==> src/rtl/if_stage_if.sv <==
// Instruction-fetch stage bus: memory read data, redirect, hazard inputs and IF/ID outputs.
// Latency: none (signal bundle only).
// Backpressure: none here; the stage stalls itself on a load-use hazard.
interface if_stage_if;
  logic [31:0] instrdatain;
  logic        branchtaken;
  logic [31:0] branchtarget;
  logic        idexmemread;
  logic [4:0]  idexrt;
  logic [31:0] pc;
  logic [31:0] addressout;
  logic [31:0] instructionout;
  logic        validout;
  logic        stall;
  logic [15:0] stallcount;

  // Surrounding pipeline / memory side
  modport master (
    output instrdatain, branchtaken, branchtarget, idexmemread, idexrt,
    input  pc, addressout, instructionout, validout, stall, stallcount
  );

  // Fetch stage side
  modport slave (
    input  instrdatain, branchtaken, branchtarget, idexmemread, idexrt,
    output pc, addressout, instructionout, validout, stall, stallcount
  );
endinterface

==> src/rtl/if_stage.sv <==
// Instruction fetch stage: PC register, IF/ID pipeline register, load-use hazard detect.
// Latency: 1 cycle fetch-to-IF/ID; a redirect leaves exactly one bubble in IF/ID.
// Backpressure: load-use hazard holds PC and IF/ID; a redirect overrides the hold.
module if_stage (
  input  logic      clk,
  input  logic      reset,
  if_stage_if.slave bus
);

  logic [31:0] pcreg;
  logic [31:0] addrreg;
  logic [31:0] instrreg;
  logic        validreg;
  logic [15:0] countreg;
  logic        hazard;
  logic [31:0] pcnext;

  // Sequential next address; 32-bit add wraps 0xFFFFFFFC to 0 naturally
  assign pcnext = pcreg + 32'd4;

  // Load-use hazard: only a real instruction in IF/ID can stall, and r0 never does
  always_comb begin
    hazard = 1'b0;
    if (validreg && bus.idexmemread && (bus.idexrt != 5'd0) &&
        ((bus.idexrt == instrreg[25:21]) || (bus.idexrt == instrreg[20:16]))) begin
      hazard = 1'b1;
    end
  end

  // PC and IF/ID update: redirect flushes and wins over a stall, stall holds, else fetch
  always_ff @(posedge clk or negedge reset) begin
    if (!reset) begin
      pcreg    <= 32'd0;
      addrreg  <= 32'd0;
      instrreg <= 32'd0;
      validreg <= 1'b0;
    end else if (bus.branchtaken) begin
      pcreg    <= {bus.branchtarget[31:2], 2'b00};
      addrreg  <= 32'd0;
      instrreg <= 32'd0;
      validreg <= 1'b0;
    end else if (!hazard) begin
      pcreg    <= pcnext;
      addrreg  <= pcnext;
      instrreg <= bus.instrdatain;
      validreg <= 1'b1;
    end
  end

  // Saturating count of cycles actually lost to a stall (redirects don't count)
  always_ff @(posedge clk or negedge reset) begin
    if (!reset) begin
      countreg <= 16'd0;
    end else if (hazard && !bus.branchtaken && (countreg != 16'hFFFF)) begin
      countreg <= countreg + 16'd1;
    end
  end

  assign bus.pc             = pcreg;
  assign bus.addressout     = addrreg;
  assign bus.instructionout = instrreg;
  assign bus.validout       = validreg;
  assign bus.stall          = hazard;
  assign bus.stallcount     = countreg;

endmodule

==> src/flat_wrapper.sv <==
// flat-port wrapper written by rule: the top's interface ports become plain ports
module if_stage_flat 
  (clk, reset, bus_instrdatain, bus_branchtaken, bus_branchtarget, bus_idexmemread, bus_idexrt, bus_pc, bus_addressout, bus_instructionout, bus_validout, bus_stall, bus_stallcount);
  if_stage_if bus_i ();
  input  logic clk;
  input  logic reset;
  input wire logic [$bits(bus_i.instrdatain)-1:0] bus_instrdatain;
  input wire logic [$bits(bus_i.branchtaken)-1:0] bus_branchtaken;
  input wire logic [$bits(bus_i.branchtarget)-1:0] bus_branchtarget;
  input wire logic [$bits(bus_i.idexmemread)-1:0] bus_idexmemread;
  input wire logic [$bits(bus_i.idexrt)-1:0] bus_idexrt;
  output wire logic [$bits(bus_i.pc)-1:0] bus_pc;
  output wire logic [$bits(bus_i.addressout)-1:0] bus_addressout;
  output wire logic [$bits(bus_i.instructionout)-1:0] bus_instructionout;
  output wire logic [$bits(bus_i.validout)-1:0] bus_validout;
  output wire logic [$bits(bus_i.stall)-1:0] bus_stall;
  output wire logic [$bits(bus_i.stallcount)-1:0] bus_stallcount;
  assign bus_i.instrdatain = bus_instrdatain;
  assign bus_i.branchtaken = bus_branchtaken;
  assign bus_i.branchtarget = bus_branchtarget;
  assign bus_i.idexmemread = bus_idexmemread;
  assign bus_i.idexrt = bus_idexrt;
  assign bus_pc = bus_i.pc;
  assign bus_addressout = bus_i.addressout;
  assign bus_instructionout = bus_i.instructionout;
  assign bus_validout = bus_i.validout;
  assign bus_stall = bus_i.stall;
  assign bus_stallcount = bus_i.stallcount;
  if_stage u_core (.clk(clk), .reset(reset), .bus(bus_i));
endmodule
==> config.mk <==
export PLATFORM = sky130hd
export DESIGN_NAME = if_stage_flat
export DESIGN_NICKNAME = d
export VERILOG_FILES = /design/src/rtl/if_stage_if.sv /design/src/rtl/if_stage.sv /design/src/flat_wrapper.sv
export SDC_FILE = /design/constraint.sdc
export NUM_CORES = 1
export LEC_CHECK = 0
export CAP_MARGIN = 20
export CORE_MARGIN = 4
export CORE_UTILIZATION = 50
export DETAILED_ROUTE_END_ITERATION = 12
export HOLD_SLACK_MARGIN = 0.03
export PLACE_DENSITY = 0.86
export RECOVER_POWER = 100
export REMOVE_ABC_BUFFERS = 1
export SYNTH_ARGS = -nofsm -noshare
export SYNTH_HDL_FRONTEND = slang
export SYNTH_SLANG_ARGS = --single-unit
==> constraint.sdc <==
create_clock -name clk -period 5.1 [get_ports clk]
set_input_delay 0.765 -clock clk [delete_from_list [all_inputs] [get_ports clk]]
set_output_delay 0.765 -clock clk [all_outputs]
set_load 0.1 [all_outputs]
==> impl_metrics.tcl, run 1 <==
set metrics [dict create \
    die-height_um 113 \
    hold_viol_final 0 \
    regToRegSetupSlack_ns 1.82 \
    finalMaxSlewViolations 184 \
    synthTopCellsByArea "dfrtp_1 (50%), xnor2_1 (7.5%), nand2_1 (7.3%), xor2_1 (5.6%), a211oi_1 (4.0%)" \
    via_per_inst 5.37 \
    num_vias 4727 \
    cpPeakStageDelay_ns 1.48 \
    crit_type "input port to output pin" \
    cts.sinks 110 \
    path_max_fanout 30 \
    initialDrtViolationCount 371 \
    synth-async-reset-ratio 1.00 \
    ant_nets 0 \
    die_area_um2 12700 \
    path_cells "clkdlybuf4s50_1, or3_1, o311a_1, nand2_4, clkinv_1, buf_12" \
    design_area_um2 7490 \
    grt_usage 0.229 \
    layout.core_utilization 0.694 \
    cts_buffers 9 \
    power.density_nw_per_um2 310 \
    syn_avg_cell_area_um2 9.53 \
    final_nets 811 \
    clk_latency_ns 0.37 \
    synth_seq_area_share 0.500 \
    synthFlopType "dfrtp_1" \
    synth.most_common_cell "dfrtp_1" \
    synth.cell_area_um2 5500 \
    die_x_um 113 \
    postPlaceCellArea_um2 7350 \
    htreeDepth 3 \
    crit_arrival_ns 3.31 \
    cts.clk_slew.worst_paths_ns 0.09 \
    startpoint_type "input port" \
    wl_mm 14.6 \
    gp_congestion 0.832 \
    dr.pass1.iters 4 \
    grt_max_degree 94 \
    violations "capacitance limit, slew limit" \
    grt_overflow 0 \
    cap_violations 3 \
    areaGrowthSynthToFinish_pct 36.2 \
    p_leak_nw 3.31 \
    fp-row-count 38 \
    ys_ff_latch 110 \
    finalCriticalPeriod_ns 4.08 \
    syn-instance-count 577 \
    synth.top_cells.by_count "dfrtp_1 (110), nand2_1 (107), xnor2_1 (47)" \
    min_path_type "register to register" \
    io-pin-count 187 \
    core-area_um2 10800 \
    drive_gt1_frac 0.0661 \
    status "finished, violations left" \
    crit_slowest_cell "o311a_1" \
    setup_tns_ns 0 \
    max_freq_mhz 245 \
    antennaDiodeCount 0 \
    dpl.hpwl_mm 10.3 \
    cts_tree "built" \
    holdWs_ns 0.489 \
    drc_errors 0 \
    cts_setup_buffers 0 \
    setup_viol 0 \
    synth.top_cell.area_share 0.500 \
    worst_pin_slew_ns 3.09 \
    initial_utilization 0.510 \
    yosys.area.top_type "dfrtp_1" \
    clockBufferDepth 2 \
    cts-resized-gates 0 \
    slew_headroom -1.06 \
    ir_drop_uv 193 \
    worstSetupEndpointType "output pin" \
    cts-root-buf "clkbuf_8" \
    num-fill-cells 878 \
    ys_types 39 \
    rsz0062_at_grt "false" \
    yosysWarnings 0 \
    detail_route.wl_per_cell_um 16.6 \
    synth_edf_count 0 \
    antenna_found_initial 0 \
    io_buffers 182 \
    required_ns 4.34 \
    finalCritPeriodShare 0.800 \
    fin_skew_ns 0.0154 \
    holdBufCountCts 0 \
    grt_pass1_vias 4693 \
    grt_pass1_wl_mm 23.8 \
]
## flip-flops by register name, summed over array words and instances, names as in the netlist
signal / cells
u_core.bus.stallcount: 16
u_core.bus.pc: 30
u_core.bus.addressout: 31
u_core.bus.instructionout: 32
u_core.bus.validout: 1
## layer usage
layer | GRT usage | vias up | share of wire
met3 | 0.0508 | 14 | 0.058
li1 | - | 2269 | -
met4 | 0.0545 | 0 | 0.012
met5 | 0 | - | 0
met1 | 0.299 | 2291 | 0.42
met2 | 0.393 | 153 | 0.51
## layout make-up
type / count / area (µm²) / share of cell area
well taps: 140 / 175 / 0.0234
flip-flops and latches: 110 / 2750 / 0.367
multi-input cells: 420 / 2510 / 0.335
clock inverters: 3 / 20.0 / 0.00267
clock buffers: 13 / 149 / 0.0199
inverters: 8 / 30.0 / 0.00401
repair buffers: 187 / 1850 / 0.247
## per-stage QoR
step / std cells / total power [mW] / setup slack [ns]
floorplan: 538 / 1.62 / -1.29
global placement: 865 / 1.88 / 1.53
detailed placement: 865 / 1.89 / 1.42
CTS: 881 / 2.37 / 1.66
global route: 881 / 2.42 / 0.845
finish: 881 / 2.32 / 1.02
## kinds of logic (layout without fill, tap and decap cells)
logic type | count (synthesis) | after routing | synth area share
AO/OA/AOI/OAI | 122 | 122 | 0.143
XOR/XNOR | 82 | 82 | 0.131
adder cells (fa/ha/maj) | 2 | 2 | 0.00455
buffers and inverters | 48 | 211 | 0.0448
flip-flops | 110 | 110 | 0.500
multiplexers | 1 | 1 | 0.00205
other | 1 | 2 | 0.000682
AND/OR/NAND/NOR | 211 | 211 | 0.174
## path summary, 6_finish.rpt
kind | startpoint | endpoint | depth (start not counted)
max | bus_idexrt[1] | bus_stall | 6
min | u_core.bus.stallcount[7] | u_core.bus.stallcount[7] | 1
max reg2reg | u_core.bus.validout | u_core.bus.stallcount[15] | 4
min reg2reg | u_core.bus.stallcount[7] | u_core.bus.stallcount[7] | 1
max in group asynchronous | reset | u_core.bus.pc[28] | 2
min in group asynchronous | reset | u_core.bus.instructionout[6] | 1
## cell usage in the layout (no fill, tap or decap), types with 2 or more instances in the layout
cell             netlist  final
xor2_1                35     35
dlygate4sd3_1          0    111
ha_1                   2      2
o21ai_0                6     26
nor4_1                 2      2
and4_1                 4      4
a21oi_2               20     20
o21ai_1               23      3
nand2_1              107    107
clkbuf_8               0     10
buf_4                  5      4
nor3_1                 7      7
and3_1                 5      5
a21oi_1               39     39
and2_1                 2      2
clkdlybuf4s50_1        0     68
inv_1                  7      7
a211oi_1              29     29
clkinvlp_4             0      2
conb_1                 1      2
nand3_1               22     22
xnor2_1               47     47
dfrtp_1              110    110
nor2_1                40     40
nor3_2                 2      2
nand4_1               13     13
clkbuf_1              17      5
## power by group
part / internal, mW / total (mW) / switching (mW)
registers: 0.936 / 1.01 / 0.0716
clock network: 0.192 / 0.480 / 0.289
logic: 0.199 / 0.836 / 0.638
## critical path: cells and delay by family
| family | cells | cell delay (ns) |
|---|---|---|
| AO/OA/AOI/OAI | 1 | 1.48 |
| buffers and inverters | 3 | 0.87 |
| AND/OR/NAND/NOR | 2 | 0.18 |
Note: power is estimated with default switching activity, not from simulation.
==> run 2: changes to the inputs <==
--- a/config.mk
+++ b/config.mk
@@ -7,10 +7,10 @@
 export LEC_CHECK = 0
 export CAP_MARGIN = 20
 export CORE_MARGIN = 4
-export CORE_UTILIZATION = 50
+export CORE_UTILIZATION = 46
 export DETAILED_ROUTE_END_ITERATION = 12
 export HOLD_SLACK_MARGIN = 0.03
-export PLACE_DENSITY = 0.86
+export PLACE_DENSITY = 0.8
 export RECOVER_POWER = 100
 export REMOVE_ABC_BUFFERS = 1
 export SYNTH_ARGS = -nofsm -noshare
==> constraint.sdc (replaced) <==
create_clock -name clk -period 4.1 [get_ports clk]
set_input_delay 0.615 -clock clk [delete_from_list [all_inputs] [get_ports clk]]
set_output_delay 0.615 -clock clk [all_outputs]
set_load 0.1 [all_outputs]
==> run 2 against run 1 <==
Against the previous run: the run still ends with capacitance limit, slew limit left; critical path type unchanged; critical endpoint unchanged; final area is 2.1% higher; die area grew 8.1%; clock power increased by 93%; count of clock-buffer cells in the layout decreased by 2; cell count increased by 0.79%; core utilization shrank 3.3 points; wire length up 0.79%.
==> impl_metrics.tcl, run 2 (same netlist as run 1, synthesis figures left out) <==
set metrics [dict create \
    via_per_inst 5.27 \
    cts_tree "built" \
    dpl.hpwl_mm 10.6 \
    startpoint_type "input port" \
    initialDrtViolationCount 370 \
    worstSetupEndpointType "output pin" \
    fin_cells 888 \
    fin_skew_ns 0.00948 \
    wl_mm 14.7 \
    cpPeakStageDelay_ns 0.60 \
    drc_errors 0 \
    required_ns 3.48 \
    die_area_um2 13800 \
    gp_congestion 0.837 \
    hp-start "u_core.bus.stallcount[7]" \
    ir_drop_uv 242 \
    setup_viol 0 \
    finalCritPeriodShare 0.845 \
    io_buffers 182 \
    layout_commonest_cell "dlygate4sd3_1" \
    grt_pass1_vias 4825 \
    setup_tns_ns 0 \
    dr.pass1.iters 4 \
    grt_usage 0.216 \
    io-pin-count 187 \
    total_power_mw 3.22 \
    dp_cells 872 \
    drive_gt1_frac 0.0685 \
    slew_headroom -0.916 \
    path_max_fanout 31 \
    antenna_found_initial 0 \
    cts-resized-gates 0 \
    r2r_end "u_core.bus.stallcount[15]" \
    layout_common_cells "dlygate4sd3_1 (112), dfrtp_1 (110), nand2_1 (107), clkdlybuf4s50_1 (67), xnor2_1 (47)" \
    num-fill-cells 954 \
    finalCriticalPeriod_ns 3.47 \
    worstHoldPathCells 1 \
    min_to "u_core.bus.stallcount[7]" \
    fp-row-count 39 \
    htreeDepth 3 \
    min_path_type "register to register" \
    rr_worst_depth 5 \
    finalMaxSlewViolations 105 \
    crit_type "input port to output pin" \
    largest_reg_flops 32 \
    cap_violations 2 \
    layout.core_utilization 0.661 \
    die_x_um 117 \
    areaGrowthSynthToFinish_pct 39.0 \
    cts-root-buf "clkbuf_16" \
    clk_latency_ns 0.34 \
    core-area_um2 11600 \
    max_freq_mhz 289 \
    detail_route.wl_per_cell_um 16.6 \
    crit_family "buffers and inverters" \
    rsz0062_at_grt "false" \
    hold_viol_final 0 \
    cts_setup_buffers 0 \
    crit_arrival_ns 2.85 \
    crit_slowest_cell "dlygate4sd3_1" \
    power.density_nw_per_um2 421 \
    num_vias 4684 \
    cts_buffers 9 \
    cts.sinks 110 \
    cp_num_buf_inv 4 \
    cts.clk_slew.worst_paths_ns 0.07 \
    worst_pin_slew_ns 2.87 \
    die-height_um 117 \
    holdBufCountCts 0 \
    grt_overflow 0 \
    violations "capacitance limit, slew limit" \
    ant_nets 0 \
    clockBufferDepth 2 \
    path_cells "dlygate4sd3_1, xnor2_1, nand3_1, o22ai_4, buf_4, nand2_4, clkinv_1, clkbuf_2" \
    grt_pass1_wl_mm 24.6 \
    status "finished, violations left" \
    regToRegSetupSlack_ns 1.28 \
    antennaDiodeCount 0 \
    p_leak_nw 3.39 \
    initial_utilization 0.476 \
    final_nets 815 \
    grt_max_degree 75 \
    r2r-start "u_core.bus.validout" \
]
run 2: cell count changes in the layout (fill, tap and decap cells not counted), moves of 2 or more:
cell       delta
a21oi_1       +2
a21oi_2       -2
bufinv_16     +2
clkbuf_16     +9
clkbuf_2      +3
clkbuf_8     -10
run 2: how the worst max path moves through the flow:
| stage | from | end | slack (ns) | depth (start not counted) |
|---|---|---|---|---|
| 6_report | bus_idexrt[1] | bus_stall | 0.63 | 8 |
| 5_1_grt | bus_idexrt[1] | u_core.bus.stallcount[15] | 0.40 | 7 |
| 4_1_cts | bus_idexrt[1] | bus_stall | 0.87 | 6 |
| 3_5_place_dp | bus_idexrt[1] | bus_stall | 0.89 | 6 |
| 3_3_place_gp | bus_idexrt[4] | bus_stall | 0.89 | 8 |
| 2_1_floorplan | u_core.bus.instructionout[25] | bus_stall | -2.14 | 5 |
run 2: area by class of cell:
cell class                      count  area, µm²  share of cell area
Clock buffer                       11        233              0.0304
Clock inverter                      5       83.8              0.0110
Inverter                            8       30.0             0.00393
Multi-Input combinational cell    420       2510               0.328
Sequential cell                   110       2750               0.360
Tap cell                          143        179              0.0234
Timing Repair Buffer              191       1860               0.243
run 2: stage by stage:
step	hold WS (ns)	cell area, µm²	setup slack (ns)
4_1_cts	0.336	7700	0.867
3_3_place_gp	0.477	7380	0.886
5_1_grt	0.519	7650	0.403
2_1_floorplan	0.319	5290	-2.14
3_5_place_dp	0.484	7380	0.895
6_report	0.491	7650	0.635
run 2: power breakdown:
group          leakage (nW)  internal [mW]  total [mW]  switching, mW
sequential             1.40           1.16        1.25         0.0888
clock                 0.146          0.538       0.928          0.391
combinational          1.85          0.248        1.04          0.794
run 2: metal layers:
metal  GRT usage  wire, µm
met5           0         0
met4      0.0674       287
met3      0.0481       698
met2       0.366      7390
met1       0.276      6370
==> run 3: changes to the inputs <==
--- a/config.mk
+++ b/config.mk
@@ -7,10 +7,10 @@
 export LEC_CHECK = 0
 export CAP_MARGIN = 20
 export CORE_MARGIN = 4
-export CORE_UTILIZATION = 46
+export CORE_UTILIZATION = 42
 export DETAILED_ROUTE_END_ITERATION = 12
 export HOLD_SLACK_MARGIN = 0.03
-export PLACE_DENSITY = 0.8
+export PLACE_DENSITY = 0.77
 export RECOVER_POWER = 100
 export REMOVE_ABC_BUFFERS = 1
 export SYNTH_ARGS = -nofsm -noshare
==> constraint.sdc (replaced) <==
create_clock -name clk -period 2.95 [get_ports clk]
set_input_delay 0.4425 -clock clk [delete_from_list [all_inputs] [get_ports clk]]
set_output_delay 0.4425 -clock clk [all_outputs]
set_load 0.1 [all_outputs]
==> run 3 against run 2 <==
Against the previous run: the run now ends clean; combinational power up 30%; first-iteration DRC count down 19%; final area down 8.5%; global-route usage down 1.9 points; die area up 8.9%; count of clock-buffer cells in the layout down 2; power up 41%; sequential share of layout area up 3.3 points; highest routed layer unchanged.
==> impl_metrics.tcl, run 3 (same netlist as run 1, synthesis figures left out) <==
set metrics [dict create \
    final_nets 819 \
    finalMaxSlewViolations 0 \
    total_power_mw 4.53 \
    fp-row-count 41 \
    cts_setup_buffers 0 \
    cts_tree "built" \
    layout.core_utilization 0.550 \
    p_leak_nw 2.95 \
    hold_viol_final 0 \
    core-area_um2 12700 \
    status "completed" \
    io_buffers 182 \
    layout_commonest_cell "clkbuf_1" \
    required_ns 2.51 \
    antennaDiodeCount 0 \
    crit_slowest_cell "clkdlybuf4s50_1" \
    grt_max_degree 94 \
    clockBufferDepth 2 \
    dr.pass1.iters 4 \
    min_path_type "input port to asynchronous set/reset pin" \
    worst_slack_ns 0.268 \
    fin_skew_ns 0.0110 \
    path_max_fanout 3 \
    largest_reg_flops 32 \
    detail_route.wl_per_cell_um 16.2 \
    rsz0062_at_grt "false" \
    grt_pass1_wl_mm 23.9 \
    finalCriticalPeriod_ns 2.68 \
    die_x_um 122 \
    clk_latency_ns 0.35 \
    htreeDepth 3 \
    crit_type "input port to output pin" \
    dp_cells 905 \
    die-height_um 122 \
    fin_cells 921 \
    holdWs_ns 0.378 \
    cts-resized-gates 0 \
    crit_family "buffers and inverters" \
    io-pin-count 187 \
    worstSetupEndpointType "output pin" \
    areaGrowthSynthToFinish_pct 27.2 \
    post-place-ws_ns 0.269 \
    initial_utilization 0.432 \
    path_cells "clkdlybuf4s50_1, or3_1, o311a_2, nand2_1, clkinv_1, buf_12" \
    cp_num_buf_inv 3 \
    initialDrtViolationCount 298 \
    ir_drop_uv 378 \
    grt_usage 0.197 \
    cts.sinks 110 \
    grt_overflow 0 \
    crit_arrival_ns 2.24 \
    cpPeakStageDelay_ns 0.46 \
    startpoint_type "input port" \
    grt_pass1_vias 4650 \
    finalCritPeriodShare 0.909 \
    gp_congestion 0.855 \
    ant_nets 0 \
    cts-root-buf "clkbuf_16" \
    postPlaceCellArea_um2 7180 \
    dpl.hpwl_mm 10.7 \
    holdBufCountCts 0 \
    drc_errors 0 \
    setup_viol 0 \
    power.density_nw_per_um2 647 \
    cts_buffers 9 \
    cts.clk_slew.worst_paths_ns 0.08 \
    antenna_found_initial 0 \
    worst_pin_slew_ns 1.44 \
    wl_mm 14.9 \
    setup_tns_ns 0 \
    design_area_um2 7000 \
    layout_common_cells "clkbuf_1 (117), dfrtp_1 (110), nand2_1 (108), clkdlybuf4s50_1 (67), a21oi_1 (54)" \
    via_per_inst 5.15 \
    num_vias 4742 \
    drive_gt1_frac 0.0507 \
    cap_violations 0 \
    max_freq_mhz 373 \
    slew_headroom 0.0373 \
    die_area_um2 15000 \
]
run 3: cell types whose count changed in the layout (fill, tap and decap cells not counted), moves of 2 or more:
cell,delta
dlygate4sd3_1,-111
a21oi_2,-13
a21oi_1,+13
clkbuf_1,+112
buf_12,+2
o21ai_1,+18
inv_6,+2
o21ai_0,-18
run 3: path summary, 6_finish.rpt:
path | end | start | slack [ns] | cells past startpoint
max in group asynchronous | u_core.bus.instructionout[23] | reset | 0.70 | 2
min | u_core.bus.addressout[26] | reset | 0.38 | 1
max | bus_stall | bus_idexrt[1] | 0.27 | 6
min in group clk | u_core.bus.stallcount[10] | u_core.bus.stallcount[10] | 0.49 | 1
min reg2reg | u_core.bus.stallcount[10] | u_core.bus.stallcount[10] | 0.49 | 1
max reg2reg | u_core.bus.pc[31] | u_core.bus.pc[6] | 0.49 | 6
run 3: cell type report:
| cell class | count | area [µm²] |
|---|---|---|
| flip-flops and latches | 110 | 2750 |
| repair buffers | 195 | 1210 |
| clock buffers | 9 | 225 |
| inverters | 8 | 30.0 |
| well taps | 172 | 215 |
| clock inverters | 7 | 131 |
| multi-input cells | 420 | 2430 |
| fillers | 1288 | 5720 |
run 3: power by group:
part	switching, mW	internal (mW)	total (mW)
logic	1.10	0.249	1.35
registers	0.131	1.62	1.75
clock network	0.589	0.844	1.43
total	1.82	2.71	4.53
run 3: metal layers:
layer | wire (µm) | track usage | share of wire
met1 | 6540 | 0.272 | 0.44
met2 | 7350 | 0.325 | 0.49
met3 | 854 | 0.0258 | 0.057
met4 | 200 | 0.0588 | 0.013
met5 | 0 | 0 | 0
run 3: worst register-to-register path, cell delays in order (launching register included):
cell	delay, ns
dfrtp_1	0.48
nand4_1	0.28
nor3_1	0.86
nand4_1	0.26
a21oi_1	0.22
xnor2_1	0.13
o21ai_0	0.09
